File: src/rtl/mem_bus_arbiter.sv
// Serialises a core's data access and instruction fetch onto one req/ack memory bus.
// Optional single-entry fetch buffer enabled by defining MEM_ARB_FETCH_BUFFER_EN.
module mem_bus_arbiter #(
  parameter int ADDR_W = 32,
  parameter int DATA_W = 32,
  parameter int SEL_W  = 4
) (
  input  logic              clk,
  input  logic              rst,
  input  logic              stall_in,
  output logic              core_stall,
  input  logic [SEL_W-1:0]  rom_write_en,
  input  logic [ADDR_W-1:0] rom_addr,
  input  logic [DATA_W-1:0] rom_write_data,
  output logic [DATA_W-1:0] rom_read_data,
  input  logic              ram_en,
  input  logic [SEL_W-1:0]  ram_write_en,
  input  logic [ADDR_W-1:0] ram_addr,
  input  logic [DATA_W-1:0] ram_write_data,
  output logic [DATA_W-1:0] ram_read_data,
  output logic              mem_req,
  output logic [SEL_W-1:0]  mem_we,
  output logic [ADDR_W-1:0] mem_addr,
  output logic [DATA_W-1:0] mem_wdata,
  input  logic [DATA_W-1:0] mem_rdata,
  input  logic              mem_ack
);

  typedef enum logic [1:0] {
    IDLE  = 2'd0,
    D_ACC = 2'd1,
    I_ACC = 2'd2,
    DONE  = 2'd3
  } state_t;

  state_t state;

  logic [ADDR_W-1:0] rom_addr_q;
  logic [SEL_W-1:0]  ram_we_q;
  logic [ADDR_W-1:0] ram_addr_q;
  logic [DATA_W-1:0] ram_wdata_q;

  // The fetch port is read-only; its write side is intentionally discarded.
  logic unused_rom_write;
  assign unused_rom_write = &{1'b0, rom_write_en, rom_write_data};

  logic              idle_hit;
  logic              dacc_hit;
  logic [DATA_W-1:0] fb_rdata;

`ifdef MEM_ARB_FETCH_BUFFER_EN
  logic              fb_valid;
  logic [ADDR_W-3:0] fb_addr;
  logic [DATA_W-1:0] fb_data;
  logic              store_kill;

  // A store to the buffered word invalidates it before this transaction's fetch lookup.
  assign store_kill = (ram_we_q != '0) && (ram_addr_q[ADDR_W-1:2] == fb_addr);
  assign idle_hit   = fb_valid && (rom_addr[ADDR_W-1:2] == fb_addr);
  assign dacc_hit   = fb_valid && !store_kill && (rom_addr_q[ADDR_W-1:2] == fb_addr);
  assign fb_rdata   = fb_data;
`else
  assign idle_hit   = 1'b0;
  assign dacc_hit   = 1'b0;
  assign fb_rdata   = '0;
`endif

  assign core_stall = stall_in | (state != DONE);

  always_ff @(posedge clk or negedge rst) begin
    if (!rst) begin
      state         <= IDLE;
      mem_req       <= 1'b0;
      mem_we        <= '0;
      mem_addr      <= '0;
      mem_wdata     <= '0;
      rom_read_data <= '0;
      ram_read_data <= '0;
      rom_addr_q    <= '0;
      ram_we_q      <= '0;
      ram_addr_q    <= '0;
      ram_wdata_q   <= '0;
`ifdef MEM_ARB_FETCH_BUFFER_EN
      fb_valid      <= 1'b0;
      fb_addr       <= '0;
      fb_data       <= '0;
`endif
    end else begin
      case (state)
        IDLE: begin
          if (!stall_in) begin
            rom_addr_q  <= rom_addr;
            ram_we_q    <= ram_write_en;
            ram_addr_q  <= ram_addr;
            ram_wdata_q <= ram_write_data;
            if (ram_en) begin
              state <= D_ACC;
            end else if (idle_hit) begin
              rom_read_data <= fb_rdata;
              state         <= DONE;
            end else begin
              state <= I_ACC;
            end
          end
        end

        // Each access state enters with mem_req low and raises it one cycle later,
        // which guarantees an idle bus cycle between consecutive requests.
        D_ACC: begin
          if (!mem_req) begin
            mem_req   <= 1'b1;
            mem_addr  <= ram_addr_q;
            mem_we    <= ram_we_q;
            mem_wdata <= ram_wdata_q;
          end else if (mem_ack) begin
            mem_req   <= 1'b0;
            mem_we    <= '0;
            mem_wdata <= '0;
            if (mem_we == '0) begin
              ram_read_data <= mem_rdata;
            end
`ifdef MEM_ARB_FETCH_BUFFER_EN
            if (store_kill) begin
              fb_valid <= 1'b0;
            end
`endif
            if (dacc_hit) begin
              rom_read_data <= fb_rdata;
              state         <= DONE;
            end else begin
              state <= I_ACC;
            end
          end
        end

        I_ACC: begin
          if (!mem_req) begin
            mem_req   <= 1'b1;
            mem_addr  <= rom_addr_q;
            mem_we    <= '0;
            mem_wdata <= '0;
          end else if (mem_ack) begin
            mem_req       <= 1'b0;
            rom_read_data <= mem_rdata;
`ifdef MEM_ARB_FETCH_BUFFER_EN
            fb_valid      <= 1'b1;
            fb_addr       <= rom_addr_q[ADDR_W-1:2];
            fb_data       <= mem_rdata;
`endif
            state         <= DONE;
          end
        end

        DONE: begin
          state <= IDLE;
        end

        default: begin
          state <= IDLE;
        end
      endcase
    end
  end

endmodule

File: config.mk
export PLATFORM = sky130hd
export DESIGN_NAME = mem_bus_arbiter
export DESIGN_NICKNAME = d
export VERILOG_FILES = /design/src/rtl/mem_bus_arbiter.sv
export SDC_FILE = /design/constraint.sdc
export NUM_CORES = 1
export LEC_CHECK = 0
export BUFFER_PORTS_ARGS = -buffer_cell sky130_fd_sc_hd__buf_2
export CORE_MARGIN = 5
export CORE_UTILIZATION = 50
export DETAILED_ROUTE_END_ITERATION = 8
export GPL_ROUTABILITY_DRIVEN = 0
export PLACE_DENSITY = 0.81
export SLEW_MARGIN = 20
export SYNTH_ARGS = -nofsm -noshare
export SYNTH_HDL_FRONTEND = slang
export SYNTH_SLANG_ARGS = --single-unit
File: constraint.sdc
create_clock -name clk -period 2.3 [get_ports clk]
set_input_delay 0.115 -clock clk [delete_from_list [all_inputs] [get_ports clk]]
set_output_delay 0.115 -clock clk [all_outputs]
set_load 0.05 [all_outputs]
==> results of run 1 <==
==> kinds of logic after synthesis <==
| family | count (synthesis) | synth area share [%] |
|---|---|---|
| multiplexers | 268 | 32.0 |
| buffers and inverters | 71 | 3.42 |
| adder cells (fa/ha/maj) | 6 | 0.781 |
| AO/OA/AOI/OAI | 5 | 0.325 |
| AND/OR/NAND/NOR | 47 | 2.24 |
| flip-flops | 235 | 61.2 |
==> layer usage <==
layer  up-vias  wire length (µm)  track usage (%)
met3        52              2080             6.76
met5         -                 0                0
li1       3003                 -                -
met2       224             13000             41.3
met4         0               567             5.45
met1      3326              9730             27.1
==> what timing repair did <==
item / 4_1_cts / 5_1_grt
gates resized for setup: 0 / 0
hold endpoints to repair: 246 / 0
hold buffers: 135 / 0
==> how the worst max path moves through the flow <==
stage / startpoint / endpoint / slack, ps / cells after the start
floorplan: state[0] / mem_addr[10] / 410 / 6
global placement: state[0] / mem_addr[0] / 370 / 5
detailed placement: state[0] / mem_addr[0] / 320 / 5
CTS: state[0] / mem_addr[7] / 280 / 5
global route: state[1] / mem_addr[7] / 160 / 6
finish: state[0] / mem_addr[10] / 280 / 5
==> through the flow <==
| stage | hold slack [ps] | instance area, µm² | total power [mW] | utilization [%] | instances |
|---|---|---|---|---|---|
| 2_1_floorplan | -181 | 9610 | 14.8 | - | 632 |
| 3_3_place_gp | 166 | 11400 | 17.0 | 60.6 | 1146 |
| 3_5_place_dp | 165 | 11400 | 17.3 | 60.6 | 1146 |
| 4_1_cts | 14.1 | 13600 | 21.6 | 72.1 | 1323 |
| 5_1_grt | 34.3 | 13600 | 22.7 | 72.1 | 1324 |
| 6_report | 27.4 | 13600 | 21.6 | 72.1 | 1324 |
==> cells in the mapped netlist <==
master | number | area share, %
mux2_2 | 198 | 23
o221ai_1 | 1 | 0.091
buf_2 | 17 | 0.89
nand2_1 | 37 | 1.4
nand3_1 | 2 | 0.10
clkbuf_1 | 7 | 0.27
nand4_4 | 1 | 0.22
and4bb_1 | 1 | 0.13
a21oi_1 | 1 | 0.052
nor2_1 | 2 | 0.078
nor2_2 | 1 | 0.065
o21a_1 | 1 | 0.078
mux2i_1 | 40 | 4.2
o21ai_0 | 1 | 0.052
inv_1 | 39 | 1.5
buf_4 | 5 | 0.39
buf_6 | 3 | 0.35
nand2b_1 | 2 | 0.13
mux2_4 | 30 | 4.7
ha_1 | 6 | 0.78
dfrtp_1 | 235 | 61
o21ai_1 | 1 | 0.052
nor2b_1 | 1 | 0.065
==> final cells by class <==
type | instances | area (µm²) | area share [%]
antenna | 1 | 2.50 | 0.0184
clock buffer | 36 | 716 | 5.27
clock inverter | 6 | 97.6 | 0.719
inverter | 39 | 146 | 1.08
multi-input combinational | 326 | 3430 | 25.3
sequential | 235 | 5880 | 43.3
tap | 260 | 325 | 2.40
timing repair buffer | 421 | 2970 | 21.9
==> worst register-to-register path, delay by kind of cell (launching register included) <==
| kind | cells | cell delay, ps |
|---|---|---|
| muxes | 2 | 650 |
| buffers and inverters | 2 | 430 |
| DFF | 1 | 410 |
| adders and majority gates | 1 | 410 |
==> power by group <==
part           switching (mW)  total (mW)  internal, mW  leakage (nW)
Clock                    1.62        3.99          2.37         0.395
Combinational            6.31        10.4          4.13          3.23
Sequential               1.08        7.18          6.10          2.85
Total                    9.01        21.6          12.6          6.47
==> state kept, by name (all words and copies together) (netlist names) <==
register / flops
mem_req: 1
mem_we: 4
mem_wdata: 32
ram_addr_q: 32
ram_we_q: 4
mem_addr: 32
state: 2
ram_wdata_q: 32
rom_addr_q: 32
ram_read_data: 32
rom_read_data: 32
==> metrics, run 1 <==
Area Overhead vs Synth 41.2%; Die Area 22100 µm²; fmax 495 MHz; remaining global-route overflow 0; FF-to-FF End mem_addr[10]; site row count 50; Root Buffer clkbuf_16; Post-CTS Setup Inserts 0; register area share after synthesis 61.2%; Post-DRT Antenna Nets 0; CTS buffer count 24; Clock Tree Buf Depth 3; Avg WL per Cell 19.1 µm; VDD IR-drop max 0.000944 V; hold wc startpoint stall_in; clock sinks 235; post-route setup slack 278 ps; Die Span Y 149 µm; Mapped Cells 632; CP endpoint kind flop; syn_area_per_cell 15.2 µm²; Bufs and invs on worst path 2; most frequent cells in the layout 269 x buf_2, 235 x dfrtp_1, 198 x mux2_2, 135 x dlygate4sd3_1, 40 x mux2i_1; Reg-to-Reg Start state[0]; Most Frequent Cell on Critical Path mux2_2; DRC 0; core area 18800 µm²; Synth Cell Area 9610 µm²; Vias 6605; synthesized net count 811; die width 149 µm; GRT Total Usage 22.9%; Iter 0 DRT Violations 222; worst reg2reg path depth 5; R2R setup slack 280 ps; Post-Route Setup TNS 0 ps; crit-path max FO 28; first-pass GRT wire length 40700 µm; commonest non-fill, non-tap cell in the layout buf_2; post-synthesis cell type count 23; Setup violations, final 0; critical-path cell list inv_1 > ha_2 > buf_12 > mux2_2 > mux2_2; routed wire length 25300 µm; count of input and output buffers 270; data arrival time of the worst path 2410 ps; worst hold path type primary input to flop; 1st-pass router iterations 4; fin crit period 2020 ps; CP Data Required Time 2690 ps; Final Hold Viols 0; H-tree levels 1; Ports 307; share of layout cells above drive strength 1 52.4%; PD cells 1590 nW/µm²; critical path launch point type flop; HPWL after detailed placement 15200 µm; vias in the first global route 7460; largest net degree at the start of global routing 87; Worst path max stage delay 410 ps; Hold Crit Endpoint state[1]; Slew headroom 54.3%; # fillers 1185; NumNets Final 1226; fin crit share 87.9%; Final Max Slew Viols 0; CP Class flop to flop; clock insertion delay at the later pin of the skew report 530 ps; initial antenna violation count 1; max_cap viols 0; Top delay family on crit path multiplexers; RSZ-0062 raised after global routing false; dpl ws 319 ps; CTS tree built; Static Leak 6.47 nW; WHS Path Cells 4; register clock-pin slew on the reported worst setup and hold paths 60 ps; Yosys reg bits 235; outcome finished clean; slowest CP cell dfrtp_1; clock skew 30.6 ps; Vias/cell 4.99; worst-margin pin slew 686 ps; synth warn 0; Starting Density 51.0%
No activity file was read; power rests on OpenSTA's default activity.
==> inputs of run 2 (changes only) <==
clock period = 2 ns   (was 2.3 ns; I/O delays follow)
==> run 2 against run 1 <==
Register-to-register slack worse by 140 ps. Non-clock buffer count grew 1. Fmax up 8.6%. Wire length fell by 1.1%. Clock power up 6.5%. Clock skew fell by 24 ps. Clock-buffer cell count increased by 5. Flip-flop and latch count unchanged. First-iteration DRC count down 11%. Combinational power is 17% higher. Sequential power up 15%. Design area down 0.14%. Critical path type unchanged.
==> metrics, run 2 (synthesis results as in run 1) <==
worst hold path type primary input to flop; Reg power frac 33.4% (+0.2 points); Post-DRT Antenna Nets 0 (unchanged); crit-path max FO 15 (-46%); NumNets Final 1228 (+0.16%); switching share of total power 41.8% (+0.12 points); Area Overhead vs Synth 41.0%; FF-to-FF End mem_wdata[5]; CP Class flop to flop; dpl ws 108 ps (-211 ps); Clock Tree Buf Depth 3 (unchanged); worst reg2reg path depth 7 (+2); H-tree levels 1 (unchanged); Avg WL per Cell 18.9 µm (-1.4%); Die Span Y 149 µm (unchanged); Post-Route Setup TNS 0 ps (unchanged); data arrival time of the worst path 2270 ps (-140 ps); Starting Density 51.0% (unchanged); multi-input logic area 3440 µm² (+0.11%); CP endpoint kind flop; worst-margin pin slew 510 ps (-176 ps); Die Area 22100 µm² (unchanged); Fin Hold WS 38.6 ps (+11.2 ps); Iter 0 DRT Violations 198 (-11%); post-route setup slack 139 ps (-139 ps); 1st-pass router iterations 4 (unchanged); Final Hold Viols 0 (unchanged); CP Data Required Time 2410 ps (-280 ps); most frequent cells in the layout 269 x buf_2, 235 x dfrtp_1, 198 x mux2_2, 135 x dlygate4sd3_1, 39 x mux2i_1; Final Max Slew Viols 0 (unchanged); critical path launch point type flop; hold wc startpoint stall_in; Vias/cell 4.97 (-0.39%); switching pwr 10.3 mW (+14%); max_cap viols 0 (unchanged); core area 18800 µm² (unchanged); largest net degree at the start of global routing 64 (-26%); Worst path max stage delay 380 ps (-30 ps); CTS buffer count 25 (+4.2%); routed wire length 25100 µm (-1.1%); fin crit share 93.0% (+5.1 points); Reg-to-Reg Start state[0]; # fillers 1176 (-0.76%); slowest CP cell dfrtp_1; site row count 50 (unchanged); clock insertion delay at the later pin of the skew report 500 ps (-30 ps); commonest non-fill, non-tap cell in the layout buf_2; Root Buffer clkbuf_16; die width 149 µm (unchanged); PD cells 1820 nW/µm² (+14%); fmax 537 MHz (+8.6%); first-pass GRT wire length 40100 µm (-1.6%); remaining global-route overflow 0 (unchanged); FF/Latch Area 5880 µm² (unchanged); Internal Power 14.3 mW (+14%); DRC 0 (unchanged); HPWL after detailed placement 15000 µm (-1.4%); share of layout cells above drive strength 1 52.1% (-0.29 points); clock skew 6.15 ps (-24.5 ps); clock sinks 235 (unchanged); count of input and output buffers 270 (unchanged); combinational fraction of design power 49.3% (+1.0 points); CTS tree built; Top delay family on crit path buffers and inverters; critical-path cell list inv_2 > ha_2 > buf_4 > nand2b_1 > a21oi_4 > buf_12 > mux2i_2; initial antenna violation count 3 (+2); register clock-pin slew on the reported worst setup and hold paths 60 ps (about the same); Clk network pwr share 17.2% (-1.3 points); Static Leak 6.45 nW (-0.27%); fin crit period 1860 ps (-161 ps); Hold Crit Endpoint state[1]; vias in the first global route 7476 (+0.21%); VDD IR-drop max 0.00108 V (+14%); Ports 307 (unchanged); WHS Path Cells 4 (unchanged); Vias 6599 (-0.091%); RSZ-0062 raised after global routing false; R2R setup slack 140 ps (-140 ps); GRT Total Usage 22.6% (-0.36 points); Bufs and invs on worst path 3 (+1); outcome finished clean; Slew headroom 66.0% (+12 points); Setup violations, final 0 (unchanged)
[run 2: cell count changes in the layout (fill, tap and decap cells not counted), moves of 2 or more]
cell,before,now
bufinv_16,2,0
clkbuf_1,5,11
clkbuf_16,24,26
clkbuf_8,7,5
diode_2,1,3
[run 2: layout make-up]
type	count	area share (%)
Antenna cell	3	0.0554
Clock buffer	41	5.43
Clock inverter	2	0.0923
Inverter	39	1.08
Multi-Input combinational cell	326	25.4
Sequential cell	235	43.4
Tap cell	260	2.40
Timing Repair Buffer	422	22.2
[run 2: metrics by stage]
stage               util, %  instance area, µm²  power (mW)  cells
floorplan                 -                9610        17.0    632
global placement       60.6               11400        19.6   1146
detailed placement     60.6               11400        20.0   1146
CTS                    71.8               13500        24.5   1324
global route           72.0               13600        25.9   1328
finish                 72.0               13600        24.6   1328
[run 2: how the worst max path moves through the flow]
stage | endpoint | cells past startpoint | from
detailed placement | mem_wdata[23] | 7 | state[0]
finish | mem_wdata[5] | 7 | state[0]
global placement | mem_wdata[24] | 7 | state[0]
CTS | mem_wdata[23] | 7 | state[0]
floorplan | mem_addr[10] | 6 | state[0]
global route | mem_wdata[5] | 7 | state[0]
[run 2: repair_timing]
item,4_1_cts,5_1_grt
buffers inserted,0,0
hold endpoints to repair,378,0
gates resized for setup,0,2
setup endpoints to repair,0,5
hold buffers,135,0
[run 2: worst register-to-register path, cell delays in order (launching register included)]
cell,delay [ps]
dfrtp_1,380
inv_2,80
ha_2,210
buf_4,190
nand2b_1,180
a21oi_4,240
buf_12,220
mux2i_2,260
[run 2: power groups by stage]
| stage | Sequential, mW | Clock [mW] | Combinational (mW) |
|---|---|---|---|
| 3_5_place_dp | 8.18 | 0 | 11.8 |
| 6_report | 8.24 | 4.25 | 12.2 |
| 5_1_grt | 8.50 | 4.56 | 12.8 |
| 3_3_place_gp | 8.09 | 0 | 11.5 |
| 2_1_floorplan | 11.9 | 0 | 5.07 |
| 4_1_cts | 8.14 | 4.33 | 12.0 |
[run 2: layer usage]
layer	routed length, µm	vias to the layer above	GRT usage [%]
li1	-	3010	-
met1	9740	3314	26.9
met2	12900	232	40.6
met3	1970	43	6.61
met4	495	0	4.85
met5	0	-	0
==> inputs of run 3 (changes only) <==
CORE_UTILIZATION = 45   (was 50)
PLACE_DENSITY = 0.74   (was 0.81)
SLEW_MARGIN = 0   (was 20)
clock period = 1.9 ns   (was 2 ns; I/O delays follow)
==> run 3 against run 2 <==
Critical path depth shrank 1. Via count is 0.68% higher. Power rose by 6.0%. Sequential share of layout area shrank 0.46 points. Cell count increased by 1.7%. Core utilization decreased by 6.8 points. Clock-buffer cell count is 3 lower. Critical endpoint is now ram_addr_q[26].
==> metrics, run 3 (synthesis results as in run 1) <==
GRT Total Usage 20.0% (-2.6 points); cell area after layout 13700 µm² (+1.1%); switching share of total power 41.4% (-0.44 points); post-route setup slack 84.3 ps (-55.0 ps); Vias 6644 (+0.68%); clock insertion delay at the later pin of the skew report 510 ps (about the same); worst-margin pin slew 378 ps (-132 ps); worst hold path type primary input to asynchronous set/reset pin; largest net degree at the start of global routing 58 (-9.4%); CTS tree built; die width 156 µm (+5.0%); initial antenna violation count 1 (-2); count of input and output buffers 270 (unchanged); CTS buffer count 24 (-4.0%); Setup violations, final 0 (unchanged); Vias/cell 4.92 (-1.0%); fin crit period 1820 ps (-45.0 ps); fin crit share 95.6% (+2.5 points); share of layout cells above drive strength 1 52.9% (+0.77 points); Area Overhead vs Synth 42.5%; Slew headroom 74.8% (+8.8 points); max_cap viols 0 (unchanged); NumNets Final 1238 (+0.81%); HPWL after detailed placement 15300 µm (+2.2%); fmax 551 MHz (+2.5%); CP Data Required Time 2280 ps (-130 ps); register clock-pin slew on the reported worst setup and hold paths 60 ps (about the same); Final Max Slew Viols 0 (unchanged); most frequent cells in the layout 269 x buf_2, 235 x dfrtp_1, 198 x mux2_2, 136 x dlygate4sd3_1, 40 x mux2i_1; core area 21000 µm² (+12%); Root Buffer clkbuf_16; H-tree levels 1 (unchanged); vias in the first global route 7329 (-2.0%); critical path launch point type flop; switching pwr 10.8 mW (+4.9%); 1st-pass router iterations 4 (unchanged); Final Hold Viols 0 (unchanged); # fillers 1516 (+29%); data arrival time of the worst path 2200 ps (-70 ps); dpl ws 70.2 ps (-37.9 ps); Top delay family on crit path buffers and inverters; DRC 0 (unchanged); Reg power frac 32.8% (-0.6 points); critical-path cell list inv_2 > ha_1 > nor2b_4 > buf_4 > buf_12 > mux2_2; clock skew 13.8 ps (+7.69 ps); Die Span Y 156 µm (+5.0%); Avg WL per Cell 18.5 µm (-2.0%); Util after Layout 65.2% (-6.8 points); commonest non-fill, non-tap cell in the layout buf_2; routed wire length 25000 µm (-0.32%); Starting Density 45.7% (-5.3 points); Worst path max stage delay 410 ps (+30 ps); PD cells 1910 nW/µm² (+4.9%); remaining global-route overflow 0 (unchanged); Static Leak 6.53 nW (+1.2%); slowest CP cell dfrtp_1; Ports 307 (unchanged); first-pass GRT wire length 39600 µm (-1.1%); Post-DRT Antenna Nets 0 (unchanged); Clk network pwr share 17.5% (+0.3 points); placed cell area 11500 µm² (+0.49%); CP endpoint kind flop; outcome finished clean; # diodes 0 (-3); Iter 0 DRT Violations 243 (+23%); clock sinks 235 (unchanged); combinational fraction of design power 49.6% (+0.3 points); CP Class flop to flop; Post-Route Setup TNS 0 ps (unchanged); total power 26.1 mW (+6.0%); VDD IR-drop max 0.00111 V (+3.1%); site row count 53 (+6.0%); Clock Tree Buf Depth 3 (unchanged); Internal Power 15.3 mW (+6.8%); Die Area 24400 µm² (+10%); Bufs and invs on worst path 3 (unchanged); crit-path max FO 36 (+21); RSZ-0062 raised after global routing false
==> run 3: changes by cell type in the layout (fill, tap and decap cells not counted), moves of 2 or more <==
cell / before / now
diode_2: 3 / 0
clkinv_2: 1 / 3
clkbuf_1: 11 / 6
buf_4: 4 / 13
clkbuf_8: 5 / 7
==> run 3: final cells by class <==
| class | count | area (µm²) | area share, % |
|---|---|---|---|
| clock buffers | 38 | 744 | 5.43 |
| multi-input cells | 326 | 3440 | 25.1 |
| clock inverters | 5 | 30.0 | 0.219 |
| inverters | 39 | 146 | 1.07 |
| well taps | 275 | 344 | 2.51 |
| repair buffers | 433 | 3110 | 22.7 |
| flip-flops and latches | 235 | 5880 | 42.9 |
==> run 3: worst register-to-register path, delay by kind of cell (launching register included) <==
family        cells  cell delay (ps)
simple gates      1              200
buf+inv           3              500
mux               1              390
fa+ha+maj         1              190
flops             1              410
==> run 3: path summary, 6_finish.rpt <==
kind / start / slack (ps) / cells past startpoint / end
min: rst / 90 / 2 / rom_read_data[3]
min in group clk: ram_write_data[12] / 350 / 3 / ram_wdata_q[12]
max reg2reg: state[0] / 80 / 6 / ram_addr_q[26]
min reg2reg: rom_read_data[6] / 500 / 1 / rom_read_data[6]
max: state[0] / 80 / 6 / ram_addr_q[26]
max in group asynchronous: rst / 1110 / 3 / ram_read_data[7]
==> run 3: per-layer routing <==
metal	vias up	GRT usage [%]	share of wire, %
met1	3305	24.1	39
met3	57	6.55	8.8
met2	257	34.6	49
met4	2	5.62	2.7
met5	-	0	0.052
li1	3023	-	-
==> run 3: per-stage QoR <==
step | std cells | hold slack (ps)
6_report | 1351 | 90.6
3_3_place_gp | 1166 | 22.9
2_1_floorplan | 632 | -201
3_5_place_dp | 1166 | 28.9
5_1_grt | 1351 | 110
4_1_cts | 1345 | 70.5
==> run 3: what timing repair did <==
action	in CTS	in global routing
buffers inserted	0	4
hold buffers	136	0
setup endpoints to repair	0	121
gates resized for setup	0	3
hold endpoints to repair	402	0
==> run 3: power by group through the flow <==
stage | logic (mW) | registers [mW] | clock network, mW
6_report | 13.0 | 8.57 | 4.58
2_1_floorplan | 5.33 | 12.6 | 0
3_5_place_dp | 12.5 | 8.60 | 0
3_3_place_gp | 12.3 | 8.50 | 0
4_1_cts | 12.8 | 8.53 | 4.71
5_1_grt | 13.8 | 8.85 | 4.92
